==> config.mk <==
export PLATFORM = sky130hd
export DESIGN_NAME = apb_mem_bridge
export DESIGN_NICKNAME = d
export VERILOG_FILES = /design/src/rtl/apb_mem_bridge.sv
export SDC_FILE = /design/constraint.sdc
export NUM_CORES = 1
export LEC_CHECK = 0
export CORE_AREA = 2 2 129 131
export DETAILED_ROUTE_END_ITERATION = 10
export DIE_AREA = 0 0 131 133
export GPL_ROUTABILITY_DRIVEN = 0
export GPL_TIMING_DRIVEN = 1
export MAX_ROUTING_LAYER = met4
export PLACE_DENSITY = 0.84
export SLEW_MARGIN = 15
export SYNTH_ARGS = -nofsm -noshare
export SYNTH_HDL_FRONTEND = slang
export SYNTH_SLANG_ARGS = --single-unit
==> constraint.sdc <==
create_clock -name PCLK -period 2.6 [get_ports PCLK]
set_clock_uncertainty 0.2 [all_clocks]
set_input_delay 0.39 -clock PCLK [delete_from_list [all_inputs] [get_ports PCLK]]
set_output_delay 0.39 -clock PCLK [all_outputs]
set_load 0.03 [all_outputs]
==> src/rtl/apb_mem_bridge.sv <==
// APB4 slave front-end: decodes region/alignment/protection and bridges to
// one-hot memory targets. Optional watchdog timeout under `APB_TIMEOUT_EN.
module apb_mem_bridge #(
    parameter int                     DATA_W      = 64,
    parameter int                     ADDR_W      = 32,
    parameter int                     NUM_REGIONS = 4,
    parameter int                     REGION_AW   = 12,
    parameter logic [NUM_REGIONS-1:0] PRIV_MASK   = '0,
    parameter int                     TIMEOUT_CYC = 256
) (
    input  logic                   PCLK,
    input  logic                   PRESET,
    input  logic                   PSEL,
    input  logic                   PENABLE,
    input  logic                   PWRITE,
    input  logic [ADDR_W-1:0]      PADDR,
    input  logic [DATA_W-1:0]      PWDATA,
    input  logic [DATA_W/8-1:0]    PSTRB,
    input  logic [2:0]             PPROT,
    output logic                   PREADY,
    output logic                   PSLVERR,
    output logic [DATA_W-1:0]      PRDATA,
    output logic [NUM_REGIONS-1:0] mem_req,
    output logic                   mem_we,
    output logic [REGION_AW-1:0]   mem_addr,
    output logic [DATA_W-1:0]      mem_wdata,
    output logic [DATA_W/8-1:0]    mem_be,
    input  logic                   mem_ack,
    input  logic                   mem_err,
    input  logic [DATA_W-1:0]      mem_rdata
);
    localparam int SW     = DATA_W / 8;
    localparam int OW     = $clog2(SW);
    localparam int IW_RAW = $clog2(NUM_REGIONS);
    localparam int IW     = (IW_RAW == 0) ? 1 : IW_RAW;

    typedef enum logic [1:0] {IDLE, ACCESS, RESP, ERR} state_t;

    state_t        state, state_nxt;
    logic [IW-1:0] idx, idx_in;
    logic          dec_err;
    logic          setup;
    logic          err_flag;
    logic          expire;
    logic          unused;

    assign setup  = (state == IDLE) && PSEL && !PENABLE;
    assign idx_in = PADDR[REGION_AW +: IW];
    assign unused = ^{PPROT[2:1], 32'(TIMEOUT_CYC)};

    always_comb begin
        dec_err = 1'b0;
        if ((PADDR >> (REGION_AW + IW_RAW)) != '0) dec_err = 1'b1;
        if (PADDR[OW-1:0] != '0) dec_err = 1'b1;
        if (!PPROT[0] && PRIV_MASK[idx_in]) dec_err = 1'b1;
    end

`ifdef APB_TIMEOUT_EN
    localparam int CW = $clog2(TIMEOUT_CYC + 1);
    logic [CW-1:0] cnt;

    // Fires on the ACCESS cycle whose increment would reach the limit.
    assign expire = (state == ACCESS) && (cnt == CW'(TIMEOUT_CYC - 1));

    always_ff @(posedge PCLK) begin
        if (PRESET || setup)
            cnt <= '0;
        else if (state == ACCESS && !mem_ack)
            cnt <= cnt + CW'(1);
    end
`else
    assign expire = 1'b0;
`endif

    always_comb begin
        state_nxt = state;
        case (state)
            IDLE:
                if (setup) state_nxt = dec_err ? ERR : ACCESS;
            ACCESS:
                if (!PSEL)
                    state_nxt = IDLE;
                else if (mem_ack || expire)
                    state_nxt = RESP;
            RESP:    state_nxt = IDLE;
            ERR:     state_nxt = IDLE;
            default: state_nxt = IDLE;
        endcase
    end

    always_ff @(posedge PCLK) begin
        if (PRESET) begin
            state     <= IDLE;
            idx       <= '0;
            err_flag  <= 1'b0;
            PRDATA    <= '0;
            mem_we    <= 1'b0;
            mem_addr  <= '0;
            mem_wdata <= '0;
            mem_be    <= '0;
        end else begin
            state <= state_nxt;
            if (setup) begin
                idx       <= idx_in;
                mem_we    <= PWRITE;
                mem_addr  <= PADDR[REGION_AW-1:0];
                mem_wdata <= PWDATA;
                mem_be    <= PWRITE ? PSTRB : '1;
                PRDATA    <= '0;
                err_flag  <= 1'b0;
            end else if (state == ACCESS && PSEL) begin
                if (mem_ack) begin
                    err_flag <= mem_err;
                    if (!mem_we) PRDATA <= mem_rdata;
                end else if (expire) begin
                    err_flag <= 1'b1;
                end
            end
        end
    end

    assign mem_req = (state == ACCESS) ? (NUM_REGIONS'(1) << idx) : '0;
    assign PREADY  = (state == RESP) || (state == ERR);
    assign PSLVERR = (state == ERR) || ((state == RESP) && err_flag);

endmodule
Word level (Yosys, flattened, before mapping)
Cells that the tools add are included.

Shifts and indexed selects: 1. Add/subtract/negate cells: 0. Div/mod/pow operators: 0. Magnitude comparators: 1. Bitwise logic cells: 1. Equality and inequality tests: 5. Muxes and demuxes: 12. Multipliers: 0. Reduce and logical (&&, ||, !) cells: 17.

Operator list (count): $reduce_bool 32->1 (1); $mux 2 (4); $mux 8 (1); $pmux 2 s3 (1); $logic_and 1x1->1 (5); $eq 2x2->1 const B (2); $mux 1 (4); $mux 4 (1); $reduce_and 2->1 (2); $reduce_or 2->1 (2); $shl 1x2->4 const A (1); $lt 2x3->1 const B (1); $ne 3x3->1 const B (1); $reduce_and 3->1 (1); $reduce_bool 3->1 (1); $bmux 1 s2 (1); $eq 2x1->1 const B (1); $logic_not 1->1 (2); $logic_not 2->1 (1); $logic_or 1x1->1 (2); $ne 2x2->1 const B (1); $not 1->1 (1).

Logic and storage cells: 45. Memory bits (read-only): 0. Input port bits: 178. Latch bits: 0. Memories: 0. Bits in writable memories: 0. Bits in registers: 154. Output and inout port bits: 155.

Depth between registers and ports, before layout
Gate-level depths: netlist of run 1.

Word-level depth: 7. Depth in mapped cells: 6. Depth with buffers taken out: 3.

Worst setup path before layout of run 1
OpenSTA, ideal clock, no wires.

Kind: register to output. Start point: register state[0]. End point: output port mem_req[0]. Cell stages (with the launch flop): 3. Slack: 397 ps. Data required time: 2010 ps. Data arrival time: 1613 ps. Path through: dfxtp_1 -> buf_2 -> nor4b_1.

Cells in the longest elaborated chain, start to end: 2.

Ends and longest elaborated chain: start: declaration (line 39) `state_t state, state_nxt;`; start signal: assignment (line 102) `state <= state_nxt;`; $eq 2x1->1 (line 122) `assign mem_req = (state == ACCESS) ? (NUM_REGIONS'(1) << idx) : '0;`; $mux 4 (line 122); end: declaration (line 23) `output logic [NUM_REGIONS-1:0] mem_req,`.

No other way between the ends.

Worst setup path in the final report of run 1
Start point: register state[0]. End point: output port mem_req[2].

Same word-level chain as after synthesis.

==> flow_summary.toml, run 1 <==
[sta]
rsz0062_at_grt = "no"
drv_slew = 0
max_freq_mhz = 398
hold_ws_ps = 251
period_needed_ps = 2510
max-slew-margin-rel_pct = 61.1
tns_ps = 0
hold_viol = 0
final-setup-viol-count = 0
fin_ws_ps = 85.7
worst_pin_slew_ps = 583
timing.final.crit_share_pct = 96.7

[clock_network]
clk_pin_slew_worst_paths_ps = 60
h-tree-depth = 4
tritoncts = "done"
sink_count_of_the_clock_tree = 154
clockBufferDepth = 2
clk_latency_ps = 410
ctsHoldBuffers = 0
root_buffer = "clkbuf_16"
cts_made_buffers = 17
postCtsSetupRepairBufs = 0

[final_layout]
mostFrequentLayoutCell = "clkdlybuf4s50_1"
insertedDiodeCount = 0
final.fill_count = 1398
postLayoutCellArea_sq_um = 9730
mostFrequentLayoutCells = "clkdlybuf4s50_1, nand2_1, dfxtp_1, a21oi_1"
final_nets = 1175
drive_above_1_share_pct = 4.97
area_delta_synth_final_pct = 69.7
final_cell_count_no_fill = 1226
finish.utilization_pct = 60.2

[floorplanning]
coreArea_sq_um = 16200
die_h_microns = 133
pin_count = 333
floorplan.die_area_sq_um = 17400
initial_core_utilization_pct = 35.5
placementRows = 47
floorplan.die.width_microns = 131

[drt]
detail_route.iter0.violations = 302
routed_vias_inst = 4.94
postRouteWirelength_mm = 19.5
drt.antenna.violating_nets = 0
drt_drc_violations_left = 0
post_drt_wl_per_cell_microns = 15.9
drtPass1Iterations = 5
number_of_vias_after_detailed_routing = 6060

[global_route]
grt_antenna_before_repair = 0
grt_pass1_wl_mm = 29.3
grt.met3_usage_pct = 7.89
globalRoute.totalOverflow = 0
track_usage_pct = 22.1
grt_most_used_layer = "met2"
globalRouteMet2Util_pct = 36.9
vias_in_the_first_global_route = 5777
grt_util_met1_pct = 23.9
grt_start_max_net_pins = 88

[worst_setup_path]
crit_path_end_kind = "primary output"
timing.critical_path.cells = "nor4bb_1, clkdlybuf4s50_1"
timing.critical_path.from_type = "flip-flop"
slowest_stage_delay_cp_ps = 730
timing.critical_path.required_ps = 2010
worst-setup-path-type = "flip-flop to primary output"
worst-path-max-fanout = 5
arrival_ps = 1920
critPathSlowestCell = "clkdlybuf4s50_1"

[pwr]
power_frac_seq_pct = 42.3
power_frac_comb_pct = 14.6
design_power_total_mw = 5.86
power.leakage_nw = 3.33
total_internal_power_mw = 4.46
vdd.ir_drop.worst_mv = 0.380
p_clk_share_pct = 43.0
p_per_area_nw_per_um2 = 602
power.switching_mw = 1.41
sw_frac_of_total_pct = 24.0

[synth]
synthesis.nets = 878
ys_seq_area_share_pct = 53.8
synth.top_cells.by_area = "dfxtp_1, a21oi_1, nand2_1"
synth_warn = 0
synthesis.area_sq_um = 5740
synth.ff_latch_count = 154
netlist.top_cell.by_area = "dfxtp_1"
synth_cell_types = 29
post_synth_inst_count = 700
syn-mean-instance-area_sq_um = 8.19
synth_top_area_share_pct = 53.8

[place]
io_buffer_count = 329
postPlaceCellArea_sq_um = 9150
place.detailed.instances = 1198
dp_hpwl_mm = 13.8
place_ws_ps = 67.1

[status]
outcome = "finished clean"

[run]
maxCapViolCount = 0

[worst_hold_path]
min_path_type = "flip-flop to flip-flop"
-- cell usage after synthesis, drive strengths merged --
master   instances
a2111oi          2
a21oi          145
and4             1
and4b            2
buf             32
clkbuf          34
dfxtp          154
inv              1
nand2          160
nand2b           2
nand3           64
nand4b           1
nor2             9
nor2b            1
nor3             9
nor3b            8
nor4             4
nor4b            2
nor4bb           2
o21a             1
o21ai           64
or4              1
or4b             1
-- metal layers --
layer | wire length (microns) | part of all wire, %
met1 | 7340 | 38
met3 | 2040 | 10
met4 | 473 | 2.4
met5 | 0 | 0
met2 | 9660 | 49
-- power by group through the flow --
| stage | logic [mW] | clock network (mW) | registers [mW] |
|---|---|---|---|
| global placement | 0.852 | 0 | 2.53 |
| global route | 0.913 | 2.66 | 2.49 |
| finish | 0.858 | 2.52 | 2.48 |
| CTS | 0.863 | 2.57 | 2.48 |
| detailed placement | 0.860 | 0 | 2.53 |
| floorplan | 0.238 | 0 | 2.67 |
-- sequential cells by signal, indices dropped and copies added, names as in the netlist --
register,cells
PRDATA,64
mem_wdata,64
mem_addr,12
mem_be,8
idx,2
state,2
err_flag,1
mem_we,1
-- cells by family after synthesis --
family                 Yosys count  share of synthesized area (%)
AND/OR/NAND/NOR                267                           21.2
AO/OA/AOI/OAI                  212                           18.7
flip-flops                     154                           53.8
buffers and inverters           67                           6.33
-- what timing repair did --
| action | 4_1_cts | 5_1_grt |
|---|---|---|
| endpoints found under the setup margin | 5 | 1 |
| resized for setup | 3 | 1 |
| gates cloned | 0 | 0 |
| pin swaps | 0 | 0 |
-- final timing paths --
kind	to	cells past startpoint	from	slack, ps
setup / recovery	mem_req[2]	2	state[0]$_SDFFE_PP0P_	90
hold / removal	mem_wdata[55]$_SDFFE_PP0P_	2	mem_wdata[55]$_SDFFE_PP0P_	250
setup reg to reg	PRDATA[35]$_SDFFE_PP0P_	5	state[0]$_SDFFE_PP0P_	360
hold reg to reg	mem_wdata[55]$_SDFFE_PP0P_	2	mem_wdata[55]$_SDFFE_PP0P_	250
-- layout make-up --
cell class	instances	area, sq um	area share (%)
repair buffers	344	3490	35.8
flip-flops and latches	154	3090	31.7
multi-input cells	479	2290	23.6
clock buffers	19	433	4.45
well taps	220	275	2.83
clock inverters	9	151	1.56
inverters	1	3.75	0.0386
-- worst max-delay path, delay by kind of cell (launching register included) --
kind / cells / cell delay [ps]
AND/OR/NAND/NOR: 1 / 300
flip-flops: 1 / 480
buffers and inverters: 1 / 730
Note: power is estimated with default switching activity, not from simulation.
==> run 2, diff against run 1 <==
--- a/config.mk
+++ b/config.mk
@@ -5,13 +5,14 @@
 export SDC_FILE = /design/constraint.sdc
 export NUM_CORES = 1
 export LEC_CHECK = 0
-export CORE_AREA = 2 2 129 131
+export CORE_ASPECT_RATIO = 0.7
+export CORE_MARGIN = 2
+export CORE_UTILIZATION = 41
 export DETAILED_ROUTE_END_ITERATION = 10
-export DIE_AREA = 0 0 131 133
 export GPL_ROUTABILITY_DRIVEN = 0
 export GPL_TIMING_DRIVEN = 1
 export MAX_ROUTING_LAYER = met4
-export PLACE_DENSITY = 0.84
+export PLACE_DENSITY = 0.93
 export SLEW_MARGIN = 15
 export SYNTH_ARGS = -nofsm -noshare
 export SYNTH_HDL_FRONTEND = slang
==> run 2 against run 1 <==
  * Final area decreased by 0.85%
  * Critical path depth is the same
  * Clock power fell by 8.3%
  * Combinational power down 0.7%
  * Setup slack improved by 32 ps
  * Register-to-register slack better by 80 ps
  * Sequential power is essentially flat
  * Sequential cell count did not move
  * First-iteration DRC count is 3.0% lower
  * Sequential share of layout area up 0.26 points
  * Die area fell by 14%
==> flow_summary.toml, run 2 (synthesis gave the netlist of run 1 again) <==
[pwr]
vdd.ir_drop.worst_mv = 0.408
sw_frac_of_total_pct = 26.4
p_per_area_nw_per_um2 = 584
power.leakage_nw = 3.30
power.switching_mw = 1.49
p_clk_share_pct = 40.9
power_frac_comb_pct = 15.1
total_internal_power_mw = 4.15
power_frac_seq_pct = 44.0

[sta]
worst_pin_slew_ps = 563
hold_viol = 0
max-slew-margin-rel_pct = 62.4
max_freq_mhz = 403
tns_ps = 0
rsz0062_at_grt = "no"
final-setup-viol-count = 0
period_needed_ps = 2480
timing.final.crit_share_pct = 95.5
drv_slew = 0

[worst_setup_path]
cp-startpoint = "state[1]$_SDFFE_PP0P_"
arrival_ps = 1890
timing.critical_path.required_ps = 2010
critical_path.endpoint = "mem_req[0]"
worst_reg2reg_path_startpoint = "state[0]$_SDFFE_PP0P_"
worst-setup-path-type = "flip-flop to primary output"
ff2ff_setup_slack_ps = 440
timing.critical_path.from_type = "flip-flop"
worst-path-max-fanout = 11
crit_path_end_kind = "primary output"
ff2ff_path_depth = 5
reg2reg_end = "PRDATA[50]$_SDFFE_PP0P_"

[worst_hold_path]
min_path_type = "primary input to flip-flop"

[global_route]
grt_start_max_net_pins = 66
grt_antenna_before_repair = 0
globalRoute.totalOverflow = 0
grt_pass1_wl_mm = 28.9
vias_in_the_first_global_route = 5808
track_usage_pct = 24.7

[status]
outcome = "finished clean"

[place]
place.detailed.instances = 1168
dp_hpwl_mm = 13.8
io_buffer_count = 329

[clock_network]
h-tree-depth = 4
clk_latency_ps = 400
clockBufferDepth = 2
sink_count_of_the_clock_tree = 154
ctsHoldBuffers = 0
clk_pin_slew_worst_paths_ps = 60
root_buffer = "clkbuf_16"
tritoncts = "done"
cts_made_buffers = 17

[final_layout]
area_delta_synth_final_pct = 68.2
drive_above_1_share_pct = 5.25
final_nets = 1175
mostFrequentLayoutCells = "clkdlybuf4s50_1, nand2_1, dfxtp_1, a21oi_1"
insertedDiodeCount = 0
top_regs = "PRDATA: 64 flops, mem_wdata: 64 flops, mem_addr: 12 flops"
final_cell_count_no_fill = 1200
final.fill_count = 1099
mostFrequentLayoutCell = "clkdlybuf4s50_1"

[floorplanning]
initial_core_utilization_pct = 41.6
die_h_microns = 103
pin_count = 333
coreArea_sq_um = 13800
placementRows = 36
floorplan.die_area_sq_um = 15000
floorplan.die.width_microns = 145

[drt]
drtPass1Iterations = 4
drt_drc_violations_left = 0
routed_vias_inst = 5.09
drt.antenna.violating_nets = 0
number_of_vias_after_detailed_routing = 6107
post_drt_wl_per_cell_microns = 15.8
postRouteWirelength_mm = 19.0
detail_route.iter0.violations = 293

[run]
maxCapViolCount = 0
## run 2: critical path, cell delays in order (launching register included)
cell	delay [ps]
dfxtp_1	440
nor4b_1	320
clkdlybuf4s50_1	730
## run 2: how the worst min path moves through the flow
stage | start | end | cells after the start
6_report | PRESET | state[0]$_SDFFE_PP0P_ | 2
5_1_grt | PRESET | state[0]$_SDFFE_PP0P_ | 2
4_1_cts | PRESET | state[0]$_SDFFE_PP0P_ | 2
3_5_place_dp | mem_addr[5]$_SDFFE_PP0P_ | mem_addr[5]$_SDFFE_PP0P_ | 2
3_3_place_gp | mem_wdata[15]$_SDFFE_PP0P_ | mem_wdata[15]$_SDFFE_PP0P_ | 2
2_1_floorplan | err_flag$_SDFFE_PP0P_ | err_flag$_SDFFE_PP0P_ | 2
## run 2: routing by layer
| metal | vias to the layer above | wire, microns | share of wire, % | track usage [%] |
|---|---|---|---|---|
| met5 | - | 0 | 0 | - |
| met2 | 239 | 9630 | 51 | 42.6 |
| met3 | 26 | 1200 | 6.3 | 5.88 |
| li1 | 2977 | - | - | - |
| met4 | 0 | 395 | 2.1 | 8.22 |
| met1 | 2865 | 7780 | 41 | 28.9 |
## run 2: power by group through the flow
stage	Clock [mW]	Combinational, mW	Sequential [mW]
6_report	2.31	0.852	2.48
5_1_grt	2.46	0.904	2.49
4_1_cts	2.34	0.855	2.48
3_5_place_dp	0	0.852	2.53
3_3_place_gp	0	0.842	2.53
2_1_floorplan	0	0.238	2.67
## run 2: timing repair
action / in CTS / in global routing
resized for setup: 0 / 1
setup buffers: 0 / 0
setup endpoints to repair: 0 / 1
## run 2: area by class of cell
type                            count  area [sq um]  area share (%)
Timing Repair Buffer              344          3480            36.0
Sequential cell                   154          3080            32.0
Multi-Input combinational cell    479          2290            23.8
Clock buffer                       20           447            4.63
Tap cell                          190           238            2.46
Clock inverter                     12           104            1.08
Inverter                            1          3.75          0.0389
## run 2: stage by stage
step / setup slack (ps) / util (%) / total power, mW / hold WS (ps) / cell area, sq um
finish: 118 / 70.0 / 5.64 / 15.1 / 9650
global route: 33.6 / 70.0 / 5.85 / 12.4 / 9650
CTS: 46.5 / 70.0 / 5.68 / 9.48 / 9650
detailed placement: 104 / 66.0 / 3.38 / 247 / 9100
global placement: 166 / 66.0 / 3.37 / 241 / 9100
floorplan: 397 / - / 2.91 / 234 / 5740
